--- src/rtl/addsub_sequencer.sv ---
// Multi-nibble unsigned add/subtract controller driving one external 4-bit adder/subtractor.
// Negative differences are converted to sign + magnitude by a second negate pass.
module addsub_sequencer #(
    parameter int unsigned NIBBLES = 2
) (
    input  logic                   clk,
    input  logic                   rst,
    input  logic                   start,
    input  logic                   op,
    input  logic [4*NIBBLES-1:0]   a,
    input  logic [4*NIBBLES-1:0]   b,
    output logic                   busy,
    output logic                   done,
    output logic [4*NIBBLES-1:0]   result,
    output logic                   neg,
    output logic                   cout,
    output logic [3:0]             au_x,
    output logic [3:0]             au_y,
    output logic                   au_s,
    output logic                   au_cin,
    input  logic [3:0]             au_r,
    input  logic                   au_cout
);

    localparam int unsigned IDX_W = (NIBBLES > 1) ? $clog2(NIBBLES) : 1;
    localparam logic [IDX_W-1:0] IDX_LAST = IDX_W'(NIBBLES - 1);

    typedef enum logic [1:0] {S_IDLE, S_ADD, S_NEG, S_DONE} state_t;

    state_t                    state;
    state_t                    state_nxt;
    logic [IDX_W-1:0]          idx;
    logic                      c;
    logic                      op_lat;
    logic [NIBBLES-1:0][3:0]   a_lat;
    logic [NIBBLES-1:0][3:0]   b_lat;
    logic [NIBBLES-1:0][3:0]   res_q;
    logic                      last;

    assign last   = (idx == IDX_LAST);
    assign result = res_q;

    // State register
    always_ff @(posedge clk or posedge rst) begin
        if (rst) begin
            state <= S_IDLE;
        end else begin
            state <= state_nxt;
        end
    end

    // Next-state logic; the final carry of the add pass decides whether a negate pass is needed
    always_comb begin
        state_nxt = state;
        case (state)
            S_IDLE: if (start) state_nxt = S_ADD;
            S_ADD:  if (last)  state_nxt = (op_lat && !au_cout) ? S_NEG : S_DONE;
            S_NEG:  if (last)  state_nxt = S_DONE;
            S_DONE: state_nxt = S_IDLE;
            default: state_nxt = S_IDLE;
        endcase
    end

    // Adder operand selection and status decode
    always_comb begin
        au_x   = 4'h0;
        au_y   = 4'h0;
        au_s   = 1'b0;
        au_cin = 1'b0;
        busy   = 1'b0;
        done   = 1'b0;
        case (state)
            S_ADD: begin
                au_x   = a_lat[idx];
                au_y   = b_lat[idx];
                au_s   = op_lat;
                au_cin = (idx == '0) ? op_lat : c;
                busy   = 1'b1;
            end
            S_NEG: begin
                au_y   = res_q[idx];
                au_s   = 1'b1;
                au_cin = (idx == '0) ? 1'b1 : c;
                busy   = 1'b1;
            end
            S_DONE: done = 1'b1;
            default: ;
        endcase
    end

    // Operand latches, nibble index, carry chain and result registers
    always_ff @(posedge clk or posedge rst) begin
        if (rst) begin
            a_lat  <= '0;
            b_lat  <= '0;
            op_lat <= 1'b0;
            idx    <= '0;
            c      <= 1'b0;
            res_q  <= '0;
            neg    <= 1'b0;
            cout   <= 1'b0;
        end else begin
            case (state)
                S_IDLE: begin
                    if (start) begin
                        a_lat  <= a;
                        b_lat  <= b;
                        op_lat <= op;
                        idx    <= '0;
                        c      <= op;
                        res_q  <= '0;
                        neg    <= 1'b0;
                        cout   <= 1'b0;
                    end
                end
                S_ADD: begin
                    res_q[idx] <= au_r;
                    c          <= au_cout;
                    idx        <= last ? '0 : idx + IDX_W'(1);
                    if (last) begin
                        cout <= op_lat ? 1'b0 : au_cout;
                        neg  <= op_lat && !au_cout;
                    end
                end
                S_NEG: begin
                    res_q[idx] <= au_r;
                    c          <= au_cout;
                    idx        <= last ? '0 : idx + IDX_W'(1);
                end
                default: ;
            endcase
        end
    end

endmodule

--- config.mk ---
export PLATFORM = sky130hd
export DESIGN_NAME = addsub_sequencer
export DESIGN_NICKNAME = d
export VERILOG_FILES = /design/src/rtl/addsub_sequencer.sv
export SDC_FILE = /design/constraint.sdc
export NUM_CORES = 1
export LEC_CHECK = 0
export CAP_MARGIN = 10
export CELL_PAD_IN_SITES_DETAIL_PLACEMENT = 1
export CELL_PAD_IN_SITES_GLOBAL_PLACEMENT = 2
export CORE_MARGIN = 10
export CORE_UTILIZATION = 33
export DETAILED_ROUTE_END_ITERATION = 8
export PLACE_DENSITY_LB_ADDON = 0.15
export SLEW_MARGIN = 10
export SYNTH_ARGS = -nofsm -noshare
export SYNTH_HDL_FRONTEND = slang
export SYNTH_SLANG_ARGS = --single-unit
--- constraint.sdc ---
create_clock -name clk -period 4.2 [get_ports clk]
set_input_delay 0.84 -clock clk [delete_from_list [all_inputs] [get_ports clk]]
set_output_delay 0.84 -clock clk [all_outputs]
set_load 0.005 [all_outputs]
== After elaboration in Yosys (flattened, before gate mapping) ==
Cells that the tools add are included.

* Output and inout bits: 22
* Input port bits: 25
* Flip-flop bits (word level): 31
* Logic and storage cells: 66

* Reduce and logical (&&, ||, !) cells: 11
* Order comparisons: 2
* Multiplexer cells: 34
* Eq/ne operators: 6
* Add/subtract/negate cells: 1

{| class="wikitable"
|+ Operators by type and width
! kind !! number
|-
| two-way mux 4 bit || 8
|-
| one-hot mux 8 bit (2 select lines) || 1
|-
| one-hot mux 1 bit (2 select lines) || 6
|-
| two-way mux 1 bit || 11
|-
| bitwise mux 8 bit || 1
|-
| two-way mux 8 bit || 1
|-
| one-hot mux 2 bit (4 select lines) || 1
|-
| one-hot mux 4 bit (2 select lines) || 1
|-
| two-way mux 2 bit || 3
|-
| inequality test 2 bit (second input constant) || 3
|-
| AND reduction 3 bit || 2
|-
| demux 4 bit (select 1 bit) || 1
|-
| == test 2 bit (second input constant) || 2
|-
| AND reduction 2 bit || 2
|-
| nonzero test 2 bit || 2
|-
| == test 2 x 1 -> 1 bit (second input constant) || 1
|-
| logical AND 1 bit || 2
|-
| logical NOT 2 bit || 1
|-
| < comparator 1 x 2 -> 1 bit (second input constant) || 1
|-
| OR reduction 2 bit || 1
|-
| adder 1 bit (second input constant) || 1
|-
| greater-or-equal comparator 1 bit (second input constant) || 1
|-
| logical NOT 1 bit || 1
|}

== Longest topological paths before layout ==
Gate-level depths: netlist of the first run.

* Depth in word-level cells: 6
* Gate-level depth with buffers: 6
* Gate-level depth less buffers: 5

== Worst setup path after synthesis of the first run ==
Ideal clock, no wire load.

* Path type: register -> output
* From: reg state[0]
* To: out au_cin
* Required time: 3.360 ns
* Arrival: 1.535 ns
* Setup slack: 1.825 ns
* Cell stages (with the launch flop): 7
* Buffers on the path: 2
* Cell sequence: dfrtp_1 inv_1 ha_1 buf_2 clkbuf_1 o21ai_0 a21oi_1

* Cells in the longest elaborated chain, start to end: 2
* Elaborated cells between the ends (all ways): 3
* Classes of those cells: 2 x eq/ne; 1 x mux

{| class="wikitable"
|+ RTL lines
! what !! line !! text
|-
| start, declared || 30 || <nowiki>state_t state;</nowiki>
|-
| start signal, assigned || 48 || <nowiki>state <= state_nxt;</nowiki>
|-
| == test 2 bit or == test 2 x 1 -> 1 bit (tied branches) || 72 || <nowiki>case (state)</nowiki>
|-
| one-hot mux 1 bit (2 select lines) * || 72 ||
|-
| end, declared || 20 || <nowiki>output logic au_cin,</nowiki>
|}

Mark *: on every way between the ends. The rest lies on a longest branch, timed or not.

== Final worst setup path of the first run ==
* From: reg idx
* To: out au_y[3]

* Cells in the longest elaborated chain, start to end: 3
* Elaborated cells between the ends (all ways): 5
* Classes of those cells: 5 x mux

{| class="wikitable"
|+ RTL lines
! what !! line !! text
|-
| start, declared || 32 || <nowiki>logic [IDX_W-1:0] idx;</nowiki>
|-
| start signal, assigned || 119 || <nowiki>idx <= last ? '0 : idx + IDX_W'(1);</nowiki>
|-
| start signal, assigned || 128 || <nowiki>idx <= last ? '0 : idx + IDX_W'(1);</nowiki>
|-
| two-way mux 4 bit (on tied branches) (2 in a row) || 81, 75 ||
|-
| one-hot mux 4 bit (2 select lines) * || 72 ||
|-
| end, declared || 18 || <nowiki>output logic [3:0] au_y,</nowiki>
|}

Mark *: on every way between the ends. The rest lies on a longest branch, timed or not. The select of a mux whose other input is x is not followed.

==> impl_metrics.json, run 1 <==
{
  "fin_crit_sh": 0.805,
  "swShare": 0.376,
  "synth_edf_count": 0,
  "grt_max_degree": 32,
  "drt_pass1_iterations": 4,
  "hold_viol_final": 0,
  "synth_xor_area_frac": 0.00477,
  "async_reset_ff_frac": 1.00,
  "crit_arrival_ns": 2.54,
  "timing.fmax_ghz": 0.296,
  "status": "completed",
  "setup-violations-final": 0,
  "holdWs_ns": 0.505,
  "gr-total-overflow": 0,
  "antennaDiodeCount": 0,
  "relSlewSlack": 0.434,
  "yosys.area_share.simple": 0.121,
  "synth-seq-cells": 31,
  "finalWorstSetupSlack_ns": 0.820,
  "p_leak_nw": 0.989,
  "min-delay-path-class": "flip-flop to flip-flop",
  "rows": 27,
  "gp_congestion": 0.755,
  "skew_ns": 0.00498,
  "power.density_nw_per_um2": 838,
  "io_pins": 47,
  "final_layout_size_suffix_gt1_frac": 0.196,
  "synth_commonest_cells": "dfrtp_1, mux2_2, nor2b_1",
  "cts_num_sinks": 31,
  "synth-compound-area-share": 0.159,
  "syn_avg_cell_area_um2": 10.9,
  "grt_pass1_wl_um": 8360,
  "nNetsFinal": 245,
  "die_width_um": 94.6,
  "ctsHoldBuffers": 0,
  "grt_setup_unrepaired": "no",
  "via_count": 1485,
  "die_h_um": 94.6,
  "grt_pass1_vias": 1642,
  "p_total_mw": 2.05,
  "synth_ff_type": "dfrtp_1",
  "ys_types": 35,
  "wl_um": 5090,
  "synth_mux_area_frac": 0.189,
  "synth_most_common_cell": "dfrtp_1",
  "drtAntennaViolNets": 0,
  "worst_pin_slew_ns": 0.849,
  "area_growth_syn_to_layout_pct": 33.3,
  "syn_area_um2": 1840,
  "start_kind": "flip-flop",
  "cts_buffers": 5,
  "fin_setup_tns_ns": 0,
  "final_max_slew_viol_count": 0,
  "synth_top_area_frac": 0.422,
  "insertion_delay_ns": 0.28,
  "synth_top_family_by_area": "multiplexers",
  "ys_seq_area_frac": 0.422,
  "synth_cells": 168,
  "seq_power_share": 0.289,
  "clock_path_buffers": 2,
  "power.share.clock": 0.151,
  "finalCriticalPeriod_ns": 3.38,
  "utilization": 0.450,
  "start_util": 0.338,
  "routedWlPerCell_um": 17.8,
  "end_kind": "primary output",
  "cts_setup_buffers": 0,
  "routed_via_density": 5.19,
  "drc": 0,
  "synth_fa_ha_area_frac": 0.0477,
  "cp_max_fo": 22,
  "drtIter0Drc": 50,
  "irDropWorstVdd_mv": 0.436,
  "drv_cap": 0,
  "p_switching_mw": 0.772,
  "syn_nets": 200,
  "htreeDepth": 2,
  "cellInternalPower_mw": 1.28,
  "crit_type": "flip-flop to primary output",
  "core_um2": 5440,
  "dp_hpwl_um": 3760,
  "pre_cts_slack_ns": 1.12,
  "antenna_found_initial": 0,
  "yosys_warnings": 0,
  "die-area_um2": 8950,
  "cts_tree": "built",
  "ctsResizeCount": 0,
  "root_buffer": "clkbuf_8",
  "port_buffers": 46,
  "combPwrFrac": 0.560,
  "clk_pin_slew_ns": 0.07,
  "cp.required_ns": 3.36,
  "grt_usage": 0.117,
  "yosysTopAreaCell": "dfrtp_1",
  "synthTopCellsByArea": "dfrtp_1, mux2_2, nor2b_1"
}
[cell type report]
type	instances	area [µm²]
Inverter	6	25.0
Clock buffer	6	82.6
Clock inverter	2	35.0
Sequential cell	31	776
Fill cell	600	2990
Multi-Input combinational cell	120	958
Tap cell	72	90.1
Timing Repair Buffer	49	483
[critical path: stages, from the launching register on]
cell	delay, ns
dfrtp_1	0.90
buf_4	0.33
mux2_2	0.35
a22oi_1	0.14
nor2b_1	0.06
clkdlybuf4s50_1	0.47
[path summary, 6_finish.rpt]
path	start	end	slack [ns]	depth (start not counted)
worst max-delay path	idx	au_y[3]	0.82	5
worst min-delay path	b_lat[7]	b_lat[7]	0.51	1
worst max register to register	state[0]	a_lat[4]	2.05	4
worst min register to register	b_lat[7]	b_lat[7]	0.51	1
max in group asynchronous	rst	b_lat[7]	2.94	3
min in group asynchronous	rst	op_lat	0.97	3
[cells by family after synthesis]
logic type | count (synthesis)
compound gates | 43
simple gates | 38
mux | 31
flops | 31
buf+inv | 17
fa+ha+maj | 7
xor+xnor | 1
[layer usage]
layer / vias to the layer above / global-route usage / routed length [µm]
li1: 708 / - / -
met1: 746 / 0.142 / 2270
met2: 27 / 0.199 / 2530
met3: 4 / 0.0301 / 254
met4: 0 / 0.0374 / 41
met5: - / 0 / 0
[registers in the layout, indices dropped and copies added, names as in the netlist]
register,flops
a_lat,8
b_lat,8
result,8
state,2
c,1
cout,1
idx,1
neg,1
op_lat,1
[power groups by stage]
stage | Clock, mW | Sequential (mW) | Combinational (mW)
floorplan | 0 | 0.539 | 0.810
global placement | 0 | 0.589 | 1.13
detailed placement | 0 | 0.602 | 1.16
CTS | 0.321 | 0.596 | 1.17
global route | 0.335 | 0.617 | 1.29
finish | 0.311 | 0.592 | 1.15
[metrics by stage]
step,instance area (µm²),cells
floorplan,1840,168
global placement,2330,278
detailed placement,2330,278
CTS,2450,286
global route,2450,286
finish,2450,286
[cells in the final DEF, fill, tap and decap left out, types with 2 or more instances in the layout]
cell and n:
clkdlybuf4s50_1 46, dfrtp_1 31, mux2_2 26, nor2b_1 16
o21ai_0 8, a21oi_1 7, ha_1 7, clkbuf_8 6
nand2_1 5, a31oi_1 5, nand2b_1 5, inv_1 5
o211ai_1 5, mux2i_1 4, a22oi_1 4, nand4_1 4
nor2_1 3, nand3b_1 3, a221o_1 3, buf_4 3
a211oi_1 2, o22ai_1 2, o41ai_1 2
Note: power is estimated with default switching activity, not from simulation.
==> inputs of run 2 (changes only) <==
--- a/config.mk
+++ b/config.mk
@@ -9,7 +9,7 @@
 export CELL_PAD_IN_SITES_DETAIL_PLACEMENT = 1
 export CELL_PAD_IN_SITES_GLOBAL_PLACEMENT = 2
 export CORE_MARGIN = 10
-export CORE_UTILIZATION = 33
+export CORE_UTILIZATION = 28
 export DETAILED_ROUTE_END_ITERATION = 8
 export PLACE_DENSITY_LB_ADDON = 0.15
 export SLEW_MARGIN = 10
==> constraint.sdc (replaced) <==
create_clock -name clk -period 3 [get_ports clk]
set_input_delay 0.6 -clock clk [delete_from_list [all_inputs] [get_ports clk]]
set_output_delay 0.6 -clock clk [all_outputs]
set_load 0.005 [all_outputs]
==> run 2 against run 1 <==
- flip-flop and latch count unchanged
- first-iteration DRC count up 62%
- critical path type unchanged
- final area is 0.97% higher
- highest routed layer unchanged
- global-route usage shrank 0.88 points
- register-to-register slack got worse by 1.2 ns
==> impl_metrics.json, run 2 (synthesized netlist as in run 1, its figures left out) <==
{
  "core_um2": 6350,
  "wl_um": 5440,
  "crit_arrival_ns": 2.15,
  "finalCriticalPeriod_ns": 2.75,
  "crit_slowest_cell": "clkdlybuf4s50_1",
  "fin_setup_tns_ns": 0,
  "drtAntennaViolNets": 0,
  "cts_num_sinks": 31,
  "power.density_nw_per_um2": 1180,
  "cts_tree": "built",
  "final_common_cell": "clkdlybuf4s50_1",
  "antennaDiodeCount": 0,
  "fill_cells": 696,
  "port_buffers": 46,
  "gr-total-overflow": 0,
  "start_util": 0.289,
  "gp_congestion": 0.773,
  "area_growth_syn_to_layout_pct": 34.6,
  "clock_path_buffers": 2,
  "via_count": 1483,
  "grt_usage": 0.109,
  "grt_setup_unrepaired": "no",
  "cp.required_ns": 2.40,
  "htreeDepth": 2,
  "final_max_slew_viol_count": 0,
  "grt_pass1_vias": 1743,
  "setup-violations-final": 0,
  "worst_path_largest_cell_delay_ns": 0.53,
  "hold_viol_final": 0,
  "p_leak_nw": 0.997,
  "end_kind": "primary output",
  "grt_pass1_wl_um": 8870,
  "worst_pin_slew_ns": 0.644,
  "die_h_um": 101,
  "drv_cap": 0,
  "p_total_mw": 2.92,
  "insertion_delay_ns": 0.28,
  "irDropWorstVdd_mv": 0.435,
  "dp_hpwl_um": 4080,
  "antenna_found_initial": 0,
  "drtIter0Drc": 81,
  "routedWlPerCell_um": 18.6,
  "relSlewSlack": 0.571,
  "cts_setup_buffers": 0,
  "rows": 29,
  "root_buffer": "clkbuf_8",
  "crit_type": "flip-flop to primary output",
  "worstPathCellList": "inv_1, ha_1, buf_4, nor2b_1, clkdlybuf4s50_1",
  "cts_buffers": 5,
  "fin_crit_sh": 0.915,
  "final_layout_size_suffix_gt1_frac": 0.208,
  "layout_common_cells": "clkdlybuf4s50_1, dfrtp_1, mux2_2",
  "timing.fmax_ghz": 0.364,
  "skew_ns": 0.00277,
  "grt_max_degree": 32,
  "start_kind": "flip-flop",
  "drt_pass1_iterations": 4,
  "min-delay-path-class": "flip-flop to flip-flop",
  "nNetsFinal": 247,
  "routed_via_density": 5.06,
  "die-area_um2": 10200,
  "cp_max_fo": 13,
  "die_width_um": 101,
  "io_pins": 47,
  "drc": 0,
  "status": "completed",
  "clk_pin_slew_ns": 0.07
}
==> run 2: cell count changes in the layout (fill, tap and decap cells not counted), sizes merged <==
cell / previous run / this run
buf: 3 / 5
==> run 2: power breakdown <==
group	total [mW]	leakage [nW]	internal (mW)	switching, mW
Sequential	0.778	0.374	0.635	0.144
Combinational	1.71	0.562	0.919	0.793
Clock	0.434	0.0612	0.269	0.165
Total	2.92	0.997	1.82	1.10
==> run 2: path summary, 6_finish.rpt <==
check                           depth (start not counted)  endpoint  slack, ns  startpoint
worst min register to register                          1  b_lat[7]       0.51    b_lat[7]
worst min-delay path                                    1  b_lat[7]       0.51    b_lat[7]
max in group asynchronous                               3  state[0]       1.98         rst
worst max register to register                          4  b_lat[2]       0.83    state[0]
min in group asynchronous                               3  b_lat[5]       0.72         rst
worst max-delay path                                    5   au_y[1]       0.25    state[0]
==> run 2: layer usage <==
layer | track usage | wire length [µm] | up-vias
met3 | 0.0370 | 302 | 4
met1 | 0.117 | 2260 | 742
met2 | 0.196 | 2830 | 32
met4 | 0.0311 | 51 | 0
met5 | 0 | 0 | -
li1 | - | - | 705
==> run 2: critical path: cells and delay by family (launching register included) <==
family        cells  cell delay (ns)
simple gates      1             0.18
buf+inv           3             0.88
fa+ha+maj         1             0.40
flops             1             0.41
==> run 2: final cells by class <==
class | instances | area [µm²] | area share
Sequential cell | 31 | 776 | 0.314
Tap cell | 77 | 96.3 | 0.0389
Timing Repair Buffer | 51 | 498 | 0.201
Inverter | 6 | 25.0 | 0.0101
Multi-Input combinational cell | 120 | 961 | 0.388
Clock inverter | 2 | 35.0 | 0.0142
Clock buffer | 6 | 82.6 | 0.0334
==> run 2: timing repair <==
action,in CTS,in global routing
setup endpoints to repair,0,2
hold buffers,0,0
gates resized for setup,0,1
==> run 2: stage by stage <==
stage | worst slack (ns) | utilization | hold WS, ns | instances | cell area (µm²)
after floorplan | 0.865 | - | 0.474 | 168 | 1840
after global placement | 0.552 | 0.371 | 0.484 | 285 | 2350
after detailed placement | 0.487 | 0.371 | 0.494 | 285 | 2350
after CTS | 0.169 | 0.389 | 0.510 | 293 | 2470
after global routing | 0.0952 | 0.390 | 0.525 | 293 | 2470
final | 0.254 | 0.390 | 0.506 | 293 | 2470
==> inputs of run 3 (changes only) <==
--- a/config.mk
+++ b/config.mk
@@ -8,6 +8,7 @@
 export CAP_MARGIN = 10
 export CELL_PAD_IN_SITES_DETAIL_PLACEMENT = 1
 export CELL_PAD_IN_SITES_GLOBAL_PLACEMENT = 2
+export CORE_ASPECT_RATIO = 1.4
 export CORE_MARGIN = 10
 export CORE_UTILIZATION = 28
 export DETAILED_ROUTE_END_ITERATION = 8
==> run 3 against run 2 <==
- first-iteration DRC count shrank 36%
- flip-flop and latch count is the same
- die area up 0.45%
- sequential power up 2.7%
- sequential share of layout area rose by 0.21 points
- core utilization grew 0.074 points
- combinational power is essentially flat
- critical path depth stayed put
- largest cell class unchanged
- count of clock-buffer cells in the layout up 2
- clock skew up 0.0031 ns
- hold slack lost 0.0011 ns
==> impl_metrics.json, run 3 (synthesized netlist as in run 1, its figures left out) <==
{
  "cp_max_fo": 9,
  "core_um2": 6300,
  "clk_pin_slew_ns": 0.07,
  "min_to": "a_lat[3]",
  "antennaDiodeCount": 0,
  "final_layout_size_suffix_gt1_frac": 0.207,
  "grt_setup_unrepaired": "no",
  "fin_crit_sh": 0.940,
  "antenna_found_initial": 0,
  "worst_pin_slew_ns": 0.635,
  "drt_pass1_iterations": 4,
  "grt_pass1_wl_um": 9070,
  "pre_cts_slack_ns": 0.455,
  "cts_buffers": 5,
  "final_max_slew_viol_count": 0,
  "wl_um": 5740,
  "port_buffers": 46,
  "timing.fmax_ghz": 0.355,
  "gr-total-overflow": 0,
  "crit_slowest_cell": "clkdlybuf4s50_1",
  "via_count": 1510,
  "cts_tree": "built",
  "routed_via_density": 5.22,
  "final-seq-area_um2": 776,
  "min-delay-path-class": "flip-flop to flip-flop",
  "p_leak_nw": 0.992,
  "status": "completed",
  "drtAntennaViolNets": 0,
  "reg2reg_from": "state[0]",
  "p_total_mw": 2.90,
  "root_buffer": "clkbuf_8",
  "rr_worst_depth": 4,
  "crit_arrival_ns": 2.22,
  "cp.required_ns": 2.40,
  "htreeDepth": 2,
  "worstPathCellList": "inv_1, ha_1, buf_4, nor2b_1, clkdlybuf4s50_1",
  "relSlewSlack": 0.576,
  "area_growth_syn_to_layout_pct": 33.7,
  "fin_area_um2": 2460,
  "power.density_nw_per_um2": 1180,
  "die_width_um": 88.5,
  "io_pins": 47,
  "hold_viol_final": 0,
  "layout_common_cells": "clkdlybuf4s50_1, dfrtp_1, mux2_2",
  "grt_max_degree": 32,
  "setup-violations-final": 0,
  "drc": 0,
  "grt_usage": 0.118,
  "routedWlPerCell_um": 19.9,
  "die_h_um": 116,
  "final_common_cell": "clkdlybuf4s50_1",
  "gp_congestion": 0.814,
  "grt_pass1_vias": 1696,
  "finalWorstSetupSlack_ns": 0.181,
  "crit_type": "flip-flop to primary output",
  "holdWs_ns": 0.505,
  "irDropWorstVdd_mv": 0.378,
  "cts_setup_buffers": 0,
  "dp_hpwl_um": 4380,
  "clock_path_buffers": 2,
  "finalCriticalPeriod_ns": 2.82,
  "cts_num_sinks": 31,
  "fill_cells": 678,
  "hold_start": "a_lat[3]",
  "nNetsFinal": 248,
  "end_kind": "primary output",
  "worst_path_largest_cell_delay_ns": 0.54,
  "timing.rr.end": "b_lat[6]",
  "r2r_slack_ns": 0.82,
  "start_util": 0.292,
  "drv_cap": 0,
  "fin_setup_tns_ns": 0,
  "drtIter0Drc": 52,
  "die-area_um2": 10300,
  "start_kind": "flip-flop",
  "skew_ns": 0.00583,
  "rows": 34,
  "multiInputGateArea_um2": 961,
  "insertion_delay_ns": 0.29,
  "hold_depth": 1,
  "post_dp_cell_area_um2": 2350
}
==> run 3: where the power goes <==
part	switching [mW]	total, mW	internal, mW
Sequential	0.165	0.799	0.635
Combinational	0.795	1.72	0.929
Clock	0.163	0.372	0.209
Total	1.12	2.90	1.77
==> run 3: metrics by stage <==
stage,cells,utilization
6_report,289,0.390
5_1_grt,289,0.390
4_1_cts,289,0.390
3_5_place_dp,281,0.374
3_3_place_gp,281,0.374
2_1_floorplan,168,-
==> run 3: critical path: cells and delay by family (launching register included) <==
| family | cells | cell delay, ns |
|---|---|---|
| buffers and inverters | 3 | 0.88 |
| and+or+nand+nor | 1 | 0.17 |
| DFF | 1 | 0.41 |
| adders and majority gates | 1 | 0.47 |
==> run 3: layer usage <==
layer	GRT usage	share of wire	vias up
met5	0	0	-
met2	0.205	0.51	43
met1	0.119	0.39	754
met4	0.0486	0.016	0
met3	0.0548	0.089	8
li1	-	-	705
==> run 3: worst max path at each step <==
stage / start / end / slack [ns] / cells past startpoint
after floorplan: state[0] / au_cin / 0.86 / 6
after global placement: idx / au_y[1] / 0.51 / 5
after detailed placement: state[1] / au_y[0] / 0.45 / 5
after CTS: state[1] / au_y[0] / 0.11 / 5
after global routing: state[0] / au_y[1] / 0.05 / 5
final: state[0] / au_y[1] / 0.18 / 5
==> run 3: repair_timing <==
action | in CTS | in global routing
setup endpoints to repair | 0 | 4
hold buffers | 0 | 0
gates resized for setup | 0 | 1
==> run 3: cell type report <==
cell class,count,area share
sequential,31,0.316
tap,72,0.0367
clock buffer,8,0.0407
timing repair buffer,52,0.206
inverter,6,0.0102
multi-input combinational,120,0.391
